<file path="config.mk">
export PLATFORM = sky130hd
export DESIGN_NAME = lsu_align_seq_flat
export DESIGN_NICKNAME = d
export VERILOG_FILES = /design/src/rtl/lsu_align_seq_pkg.sv /design/src/rtl/lsu_align_seq_if.sv /design/src/rtl/lsu_rd_extract.sv /design/src/rtl/lsu_align_seq.sv /design/src/flat_wrapper.sv
export SDC_FILE = /design/constraint.sdc
export NUM_CORES = 1
export LEC_CHECK = 0
export BUFFER_PORTS_ARGS = -buffer_cell sky130_fd_sc_hd__buf_2
export CAP_MARGIN = 10
export CORE_MARGIN = 2
export CORE_UTILIZATION = 35
export DETAILED_ROUTE_END_ITERATION = 8
export HOLD_SLACK_MARGIN = 0.08
export PLACE_DENSITY = 0.62
export SETUP_SLACK_MARGIN = 0.3
export SYNTH_ARGS = -nofsm -noshare
export SYNTH_HDL_FRONTEND = slang
export SYNTH_SLANG_ARGS = --single-unit
</file>
<file path="constraint.sdc">
create_clock -name i_clk -period 3.35 [get_ports i_clk]
set_input_delay 0.67 -clock i_clk [delete_from_list [all_inputs] [get_ports i_clk]]
set_output_delay 0.67 -clock i_clk [all_outputs]
set_load 0.1 [all_outputs]
</file>
<file path="src/rtl/lsu_align_seq_pkg.sv">
// Shared definitions for the load/store alignment sequencer: access length
// encodings, FSM state encoding and the byte-lane mask helper.
package lsu_align_seq_pkg;

    localparam logic [1:0] LEN_B = 2'b00;
    localparam logic [1:0] LEN_H = 2'b01;
    localparam logic [1:0] LEN_W = 2'b10;
    localparam logic [1:0] LEN_D = 2'b11;

    typedef enum logic [2:0] {
        ST_IDLE  = 3'd0,
        ST_BEAT0 = 3'd1,
        ST_WAIT0 = 3'd2,
        ST_BEAT1 = 3'd3,
        ST_WAIT1 = 3'd4,
        ST_RESP  = 3'd5
    } state_t;

    // One bit per byte touched by an access of the given length.
    function automatic logic [7:0] lenmask(input logic [1:0] length);
        case (length)
            LEN_B:   return 8'h01;
            LEN_H:   return 8'h03;
            LEN_W:   return 8'h0F;
            default: return 8'hFF;
        endcase
    endfunction

endpackage

</file>
<file path="src/rtl/lsu_align_seq_if.sv">
// Request, data-bus and response signals of the alignment sequencer.
// slave is the sequencer's view, master is the execute stage / bus side.
interface lsu_align_seq_if #(
    parameter int XLEN   = 32,
    parameter int ADDR_W = 32
);
    localparam int NB = XLEN / 8;

    logic              i_req_valid;
    logic              o_req_ready;
    logic [ADDR_W-1:0] i_req_addr;
    logic [XLEN-1:0]   i_req_wdata;
    logic [1:0]        i_req_length;
    logic              i_req_signed;
    logic              i_req_write;

    logic              o_bus_valid;
    logic              i_bus_ready;
    logic [ADDR_W-1:0] o_bus_addr;
    logic [XLEN-1:0]   o_bus_wdata;
    logic [NB-1:0]     o_bus_we;
    logic              o_bus_write;
    logic              i_bus_rvalid;
    logic [XLEN-1:0]   i_bus_rdata;

    logic              o_rsp_valid;
    logic [XLEN-1:0]   o_rsp_rdata;
    logic              o_rsp_err;

    modport slave (
        input  i_req_valid, i_req_addr, i_req_wdata, i_req_length, i_req_signed, i_req_write,
        input  i_bus_ready, i_bus_rvalid, i_bus_rdata,
        output o_req_ready, o_bus_valid, o_bus_addr, o_bus_wdata, o_bus_we, o_bus_write,
        output o_rsp_valid, o_rsp_rdata, o_rsp_err
    );

    modport master (
        output i_req_valid, i_req_addr, i_req_wdata, i_req_length, i_req_signed, i_req_write,
        output i_bus_ready, i_bus_rvalid, i_bus_rdata,
        input  o_req_ready, o_bus_valid, o_bus_addr, o_bus_wdata, o_bus_we, o_bus_write,
        input  o_rsp_valid, o_rsp_rdata, o_rsp_err
    );

endinterface

</file>
<file path="src/rtl/lsu_rd_extract.sv">
// Read-data extraction: shifts the {hi,lo} beat pair down by the byte
// offset, keeps the accessed bytes and sign- or zero-extends the result.
module lsu_rd_extract
    import lsu_align_seq_pkg::*;
#(
    parameter int XLEN = 32
) (
    input  logic [XLEN-1:0]              hi,
    input  logic [XLEN-1:0]              lo,
    input  logic [$clog2(XLEN/8)-1:0]    off,
    input  logic [1:0]                   length,
    input  logic                         is_signed,
    output logic [XLEN-1:0]              result
);
    localparam int NB = XLEN / 8;

    logic [XLEN-1:0] win;
    logic [XLEN-1:0] dmask;
    logic            msb;
    int              bytes;

    // Window the pair, mask to the access size and extend from its top bit.
    always_comb begin
        bytes = 1 << length;
        win   = XLEN'({hi, lo} >> (8 * int'(off)));
        for (int i = 0; i < NB; i++) begin
            dmask[8*i +: 8] = (i < bytes) ? 8'hFF : 8'h00;
        end
        case (length)
            LEN_B:   msb = win[7];
            LEN_H:   msb = win[15];
            LEN_W:   msb = win[31];
            default: msb = win[XLEN-1];
        endcase
        // A full-width access has dmask all ones, so ~dmask adds nothing.
        result = (win & dmask) | ((is_signed && msb) ? ~dmask : '0);
    end

endmodule

</file>
<file path="src/rtl/lsu_align_seq.sv">
// Load/store alignment sequencer: one request at a time, split into one or
// two NB-aligned bus beats, read data re-aligned on the way back.
//
//   state  | meaning
//   IDLE   | ready for a request
//   BEAT0  | first (or only) bus beat presented
//   WAIT0  | waiting for first beat completion
//   BEAT1  | second beat of a split access presented
//   WAIT1  | waiting for second beat completion
//   RESP   | one-cycle response pulse
module lsu_align_seq
    import lsu_align_seq_pkg::*;
#(
    parameter int XLEN        = 32,
    parameter int ADDR_W      = 32,
    parameter bit MISALIGN_EN = 1'b1
) (
    input  logic              i_clk,
    input  logic              i_rst_n,
    lsu_align_seq_if.slave    bus
);
    localparam int NB    = XLEN / 8;
    localparam int OFF_W = $clog2(NB);

    state_t            state, state_nxt;
    logic [ADDR_W-1:0] addr_q;
    logic [XLEN-1:0]   wdata_q, lo_q, hi_q;
    logic [1:0]        len_q;
    logic              sgn_q, write_q, err_q, split_q;

    logic              accept, split_in, err_in;
    logic [OFF_W-1:0]  off_q;
    logic [ADDR_W-1:0] base;
    logic [XLEN-1:0]   dmask, wdata_m, rd_result;
    int                bytes_in, bytes_q;

    assign accept   = (state == ST_IDLE) && bus.i_req_valid;
    assign bytes_in = 1 << bus.i_req_length;
    assign split_in = (int'(bus.i_req_addr[OFF_W-1:0]) + bytes_in) > NB;
    assign err_in   = ((bus.i_req_length == LEN_D) && (XLEN == 32)) || (split_in && !MISALIGN_EN);

    assign off_q   = addr_q[OFF_W-1:0];
    assign base    = {addr_q[ADDR_W-1:OFF_W], OFF_W'(0)};
    assign bytes_q = 1 << len_q;

    // Store data limited to the accessed bytes before lane positioning.
    always_comb begin
        for (int i = 0; i < NB; i++) begin
            dmask[8*i +: 8] = (i < bytes_q) ? 8'hFF : 8'h00;
        end
        wdata_m = wdata_q & dmask;
    end

    lsu_rd_extract #(.XLEN(XLEN)) u_rd_extract (
        .hi        (hi_q),
        .lo        (lo_q),
        .off       (off_q),
        .length    (len_q),
        .is_signed (sgn_q),
        .result    (rd_result)
    );

    // State register.
    always_ff @(posedge i_clk or negedge i_rst_n) begin
        if (!i_rst_n) state <= ST_IDLE;
        else          state <= state_nxt;
    end

    // Request capture and read-beat capture.
    always_ff @(posedge i_clk or negedge i_rst_n) begin
        if (!i_rst_n) begin
            addr_q  <= '0;
            wdata_q <= '0;
            len_q   <= '0;
            sgn_q   <= 1'b0;
            write_q <= 1'b0;
            err_q   <= 1'b0;
            split_q <= 1'b0;
            lo_q    <= '0;
            hi_q    <= '0;
        end else begin
            if (accept) begin
                addr_q  <= bus.i_req_addr;
                wdata_q <= bus.i_req_wdata;
                len_q   <= bus.i_req_length;
                sgn_q   <= bus.i_req_signed;
                write_q <= bus.i_req_write;
                err_q   <= err_in;
                split_q <= split_in;
                lo_q    <= '0;
                hi_q    <= '0;
            end
            if (state == ST_WAIT0 && bus.i_bus_rvalid) lo_q <= bus.i_bus_rdata;
            if (state == ST_WAIT1 && bus.i_bus_rvalid) hi_q <= bus.i_bus_rdata;
        end
    end

    // Next-state logic.
    always_comb begin
        state_nxt = state;
        case (state)
            ST_IDLE:  if (bus.i_req_valid) state_nxt = err_in ? ST_RESP : ST_BEAT0;
            ST_BEAT0: if (bus.i_bus_ready) state_nxt = ST_WAIT0;
            ST_WAIT0: if (bus.i_bus_rvalid) state_nxt = split_q ? ST_BEAT1 : ST_RESP;
            ST_BEAT1: if (bus.i_bus_ready) state_nxt = ST_WAIT1;
            ST_WAIT1: if (bus.i_bus_rvalid) state_nxt = ST_RESP;
            ST_RESP:  state_nxt = ST_IDLE;
            default:  state_nxt = ST_IDLE;
        endcase
    end

    // Outputs decoded from state so reset clears them immediately.
    always_comb begin
        bus.o_req_ready = (state == ST_IDLE);
        bus.o_bus_valid = 1'b0;
        bus.o_bus_addr  = '0;
        bus.o_bus_wdata = '0;
        bus.o_bus_we    = '0;
        bus.o_bus_write = 1'b0;
        bus.o_rsp_valid = 1'b0;
        bus.o_rsp_err   = 1'b0;
        bus.o_rsp_rdata = '0;
        case (state)
            ST_BEAT0: begin
                bus.o_bus_valid = 1'b1;
                bus.o_bus_addr  = base;
                bus.o_bus_wdata = wdata_m << (8 * int'(off_q));
                bus.o_bus_we    = write_q ? NB'(lenmask(len_q) << off_q) : '0;
                bus.o_bus_write = write_q;
            end
            ST_BEAT1: begin
                bus.o_bus_valid = 1'b1;
                bus.o_bus_addr  = base + ADDR_W'(NB);
                bus.o_bus_wdata = wdata_q >> (8 * (NB - int'(off_q)));
                bus.o_bus_we    = write_q ? NB'(lenmask(len_q) >> (NB - int'(off_q))) : '0;
                bus.o_bus_write = write_q;
            end
            ST_RESP: begin
                bus.o_rsp_valid = 1'b1;
                bus.o_rsp_err   = err_q;
                bus.o_rsp_rdata = (write_q || err_q) ? '0 : rd_result;
            end
            default: ;
        endcase
    end

endmodule

</file>
<file path="src/flat_wrapper.sv">
// flat-port wrapper written by rule: the top's interface ports become plain ports
module lsu_align_seq_flat import lsu_align_seq_pkg::*;
#(
    parameter int XLEN        = 32,
    parameter int ADDR_W      = 32,
    parameter bit MISALIGN_EN = 1'b1
)
  (i_clk, i_rst_n, bus_i_req_valid, bus_i_req_addr, bus_i_req_wdata, bus_i_req_length, bus_i_req_signed, bus_i_req_write, bus_i_bus_ready, bus_i_bus_rvalid, bus_i_bus_rdata, bus_o_req_ready, bus_o_bus_valid, bus_o_bus_addr, bus_o_bus_wdata, bus_o_bus_we, bus_o_bus_write, bus_o_rsp_valid, bus_o_rsp_rdata, bus_o_rsp_err);
  lsu_align_seq_if #(.XLEN(XLEN), .ADDR_W(ADDR_W)) bus_i ();
  input  logic i_clk;
  input  logic i_rst_n;
  input wire logic [$bits(bus_i.i_req_valid)-1:0] bus_i_req_valid;
  input wire logic [$bits(bus_i.i_req_addr)-1:0] bus_i_req_addr;
  input wire logic [$bits(bus_i.i_req_wdata)-1:0] bus_i_req_wdata;
  input wire logic [$bits(bus_i.i_req_length)-1:0] bus_i_req_length;
  input wire logic [$bits(bus_i.i_req_signed)-1:0] bus_i_req_signed;
  input wire logic [$bits(bus_i.i_req_write)-1:0] bus_i_req_write;
  input wire logic [$bits(bus_i.i_bus_ready)-1:0] bus_i_bus_ready;
  input wire logic [$bits(bus_i.i_bus_rvalid)-1:0] bus_i_bus_rvalid;
  input wire logic [$bits(bus_i.i_bus_rdata)-1:0] bus_i_bus_rdata;
  output wire logic [$bits(bus_i.o_req_ready)-1:0] bus_o_req_ready;
  output wire logic [$bits(bus_i.o_bus_valid)-1:0] bus_o_bus_valid;
  output wire logic [$bits(bus_i.o_bus_addr)-1:0] bus_o_bus_addr;
  output wire logic [$bits(bus_i.o_bus_wdata)-1:0] bus_o_bus_wdata;
  output wire logic [$bits(bus_i.o_bus_we)-1:0] bus_o_bus_we;
  output wire logic [$bits(bus_i.o_bus_write)-1:0] bus_o_bus_write;
  output wire logic [$bits(bus_i.o_rsp_valid)-1:0] bus_o_rsp_valid;
  output wire logic [$bits(bus_i.o_rsp_rdata)-1:0] bus_o_rsp_rdata;
  output wire logic [$bits(bus_i.o_rsp_err)-1:0] bus_o_rsp_err;
  assign bus_i.i_req_valid = bus_i_req_valid;
  assign bus_i.i_req_addr = bus_i_req_addr;
  assign bus_i.i_req_wdata = bus_i_req_wdata;
  assign bus_i.i_req_length = bus_i_req_length;
  assign bus_i.i_req_signed = bus_i_req_signed;
  assign bus_i.i_req_write = bus_i_req_write;
  assign bus_i.i_bus_ready = bus_i_bus_ready;
  assign bus_i.i_bus_rvalid = bus_i_bus_rvalid;
  assign bus_i.i_bus_rdata = bus_i_bus_rdata;
  assign bus_o_req_ready = bus_i.o_req_ready;
  assign bus_o_bus_valid = bus_i.o_bus_valid;
  assign bus_o_bus_addr = bus_i.o_bus_addr;
  assign bus_o_bus_wdata = bus_i.o_bus_wdata;
  assign bus_o_bus_we = bus_i.o_bus_we;
  assign bus_o_bus_write = bus_i.o_bus_write;
  assign bus_o_rsp_valid = bus_i.o_rsp_valid;
  assign bus_o_rsp_rdata = bus_i.o_rsp_rdata;
  assign bus_o_rsp_err = bus_i.o_rsp_err;
  lsu_align_seq #(.XLEN(XLEN), .ADDR_W(ADDR_W), .MISALIGN_EN(MISALIGN_EN)) u_core (.i_clk(i_clk), .i_rst_n(i_rst_n), .bus(bus_i));
endmodule
</file>
==> flow_summary.ini <==
[route]
final_antenna_net_count = 0
detail_route.wl_per_cell_um = 19.0
via_per_inst = 5.54
detailedRoute.firstPassIterationCount = 5
met3RoutedLength_um = 2630
routed_wire_length_on_met2_um = 14300
highest-signal-layer = met5
totalWireLength_um = 31000
route.layer.met1.wl_um = 13200
drt_drc_violations_left = 0
detailed_router_s_first_iteration_violation_count = 719
dr_total_vias = 9046

[worst_setup_path]
timing_worst_setup_path_type = reg -> out
worstSetupEndpointType = primary output
worst_ep_arrival_time_ps = 2520
timing.critical_path.required_ps = 2680
worstSetupStartpointType = flip-flop
peak_fanout_along_the_critical_path = 5

[pwr]
total_power_uw = 14400
power.ir.vdd_worst_mv = 0.650
pwr_density_cell_nw_per_um2 = 1070
p_leak_uw = 0.00574

[logic_synthesis]
synth_enable_flop_cells = 0
synth_seq_cells = 129
async_reset_ff_share_pct = 100
netlist-cell-type-count = 63
yosysWarningCount = 0
postSynthCellCount = 1070
synth.avg_cell_area_um2 = 7.78
postSynth.topFlopCell = sky130_fd_sc_hd__dfrtp_1
synth_area_um2 = 8320
sequential_to_total_area_share_from_yosys_stat_pct = 38.8

[job]
max-cap-violations = 0

[placement]
place.detailed.hpwl_um = 20300
gp_routability_congestion = 0.828
buffer_ports.inserted = 207
placed_area_um2 = 12000

[finish]
fin_area_um2 = 13500
utilization_pct = 57.6
mostFrequentLayoutCell = sky130_fd_sc_hd__nand2_1
final_net_count = 1410
syn_to_final_growth_pct = 61.9
most-common-layout-cells = sky130_fd_sc_hd__nand2_1, sky130_fd_sc_hd__dfrtp_1, sky130_fd_sc_hd__buf_2
layout-drive-gt1-share_pct = 39.7

[floorplanning]
dieArea_um2 = 25000
chipHeight_um = 158
initial_core_util_pct = 35.6
io-pin-count = 210
rows = 56
core_area_um2 = 23400
die_x_um = 158

[min_path]
hold_path_class = in -> async

[sta]
slew_viol_final = 0
final_period_minus_worst_setup_slack_ps = 3190
tightestPinTransition_ps = 697
highest_clock_frequency_the_design_can_meet_ghz = 0.314
finalHoldViolCount = 0
final_min_period_over_clock_period_pct = 95.2
setup_viol = 0
worst_slew_margin_rel_pct = 53.5
grt_setup_unrepaired = true
timing.hold.ws_ps = 266
fin_worst_skew_ps = 12.4

[clock_tree]
cts-buffers-inserted = 17
clkSinkCount = 129
cts.root.buffer_cell = sky130_fd_sc_hd__clkbuf_16
cts-root-to-sink-buffers = 2
clkLatencyLatePin_ps = 430
worst_setup_hold_path_clk_slew_ps = 60
h-tree-depth = 4
cts_tree = done

[global_route]
grt-ovfl-total = 0
grt_first_pass_wirelength_um = 48200
number_of_antenna_violations_at_the_first_check_in_global_routing = 4
grt_start_max_net_pins = 70
track_usage_pct = 24.9
grt_pass1_vias = 8761

[status]
outcome = completed
[per-layer routing]
metal	vias to the layer above	global-route usage, %
met5	-	0
met4	4	7.94
met1	4356	34.2
met3	72	6.05
li1	4175	-
met2	439	38.8
[cells in the mapped netlist (9+ instances only)]
cell type,instances,area (µm²)
sky130_fd_sc_hd__a211oi_1,22,165
sky130_fd_sc_hd__mux2_2,15,169
sky130_fd_sc_hd__nor2_1,54,203
sky130_fd_sc_hd__nand2b_1,16,100
sky130_fd_sc_hd__a31oi_1,10,62.6
sky130_fd_sc_hd__a22o_1,24,210
sky130_fd_sc_hd__dfrtp_1,129,3230
sky130_fd_sc_hd__o211ai_1,10,75.1
sky130_fd_sc_hd__clkbuf_1,65,244
sky130_fd_sc_hd__o21ai_0,105,526
sky130_fd_sc_hd__o22ai_1,9,56.3
sky130_fd_sc_hd__inv_1,15,56.3
sky130_fd_sc_hd__nand2_1,319,1200
sky130_fd_sc_hd__mux2i_1,51,510
sky130_fd_sc_hd__a21oi_1,71,355
sky130_fd_sc_hd__nand3_1,9,45.0
sky130_fd_sc_hd__buf_2,11,55.1
[what timing repair did]
action / 4_1_cts / 5_1_grt
hold buffers: 0 / 0
pin swaps: 38 / 23
gates cloned: 4 / 0
setup buffers: 34 / 19
endpoints found under the setup margin: 85 / 79
resized for setup: 56 / 59
[logic make-up after synthesis]
| family | after synthesis | share of synthesized area (%) |
|---|---|---|
| AOI/OAI and AO/OA | 293 | 21.7 |
| xor gates and xnor gates | 11 | 1.16 |
| adders and majority gates | 5 | 0.842 |
| buffers and inverters | 104 | 5.08 |
| DFF | 129 | 38.8 |
| muxes | 67 | 8.43 |
| other | 1 | 0.0451 |
| and+or+nand+nor | 460 | 24.0 |
[critical path, stage by stage, from the launching register on]
cell	delay [ps]
sky130_fd_sc_hd__dfrtp_1	410
sky130_fd_sc_hd__nand4_1	160
sky130_fd_sc_hd__buf_4	190
sky130_fd_sc_hd__buf_6	110
sky130_fd_sc_hd__or4_4	510
sky130_fd_sc_hd__o31ai_1	420
sky130_fd_sc_hd__a21oi_4	120
sky130_fd_sc_hd__buf_12	180
[through the flow]
step	worst slack, ps	instances	TNS (ps)
6_report	160	1634	0
4_1_cts	144	1613	0
5_1_grt	71.7	1632	0
3_5_place_dp	208	1543	0
2_1_floorplan	-405	1071	-1590
3_3_place_gp	263	1543	0
[where the power goes]
| part | internal, µW | total (µW) | switching, µW |
|---|---|---|---|
| combinational | 3220 | 9380 | 6160 |
| clock | 1010 | 1830 | 825 |
| sequential | 2300 | 3170 | 870 |
[state kept, by name, indices dropped and copies added (netlist names), 2 cells and up]
name,count
u_core.lo_q,32
u_core.wdata_q,32
u_core.hi_q,24
u_core.addr_q,32
u_core.state,3
u_core.len_q,2
[final cells by class]
class	instances	area, µm²
inverter	16	67.6
clock inverter	14	136
fill	2031	9930
tap	319	399
multi-input combinational	840	6000
sequential	129	3240
antenna	2	5.00
timing repair buffer	296	3190
clock buffer	18	439
[final timing paths]
path | slack, ps | endpoint | depth (start not counted) | from
worst max-delay path | 160 | bus_o_bus_addr[27] | 7 | u_core.addr_q[9]
worst min register to register | 500 | u_core.hi_q[13] | 1 | u_core.hi_q[13]
worst min-delay path | 270 | u_core.addr_q[29] | 1 | i_rst_n
min in group i_clk | 430 | u_core.wdata_q[2] | 3 | bus_i_req_wdata[2]
worst max register to register | 1120 | u_core.addr_q[31] | 7 | u_core.state[1]
max in group asynchronous | 2310 | u_core.hi_q[10] | 2 | i_rst_n
(Power assumes the default switching activity.)
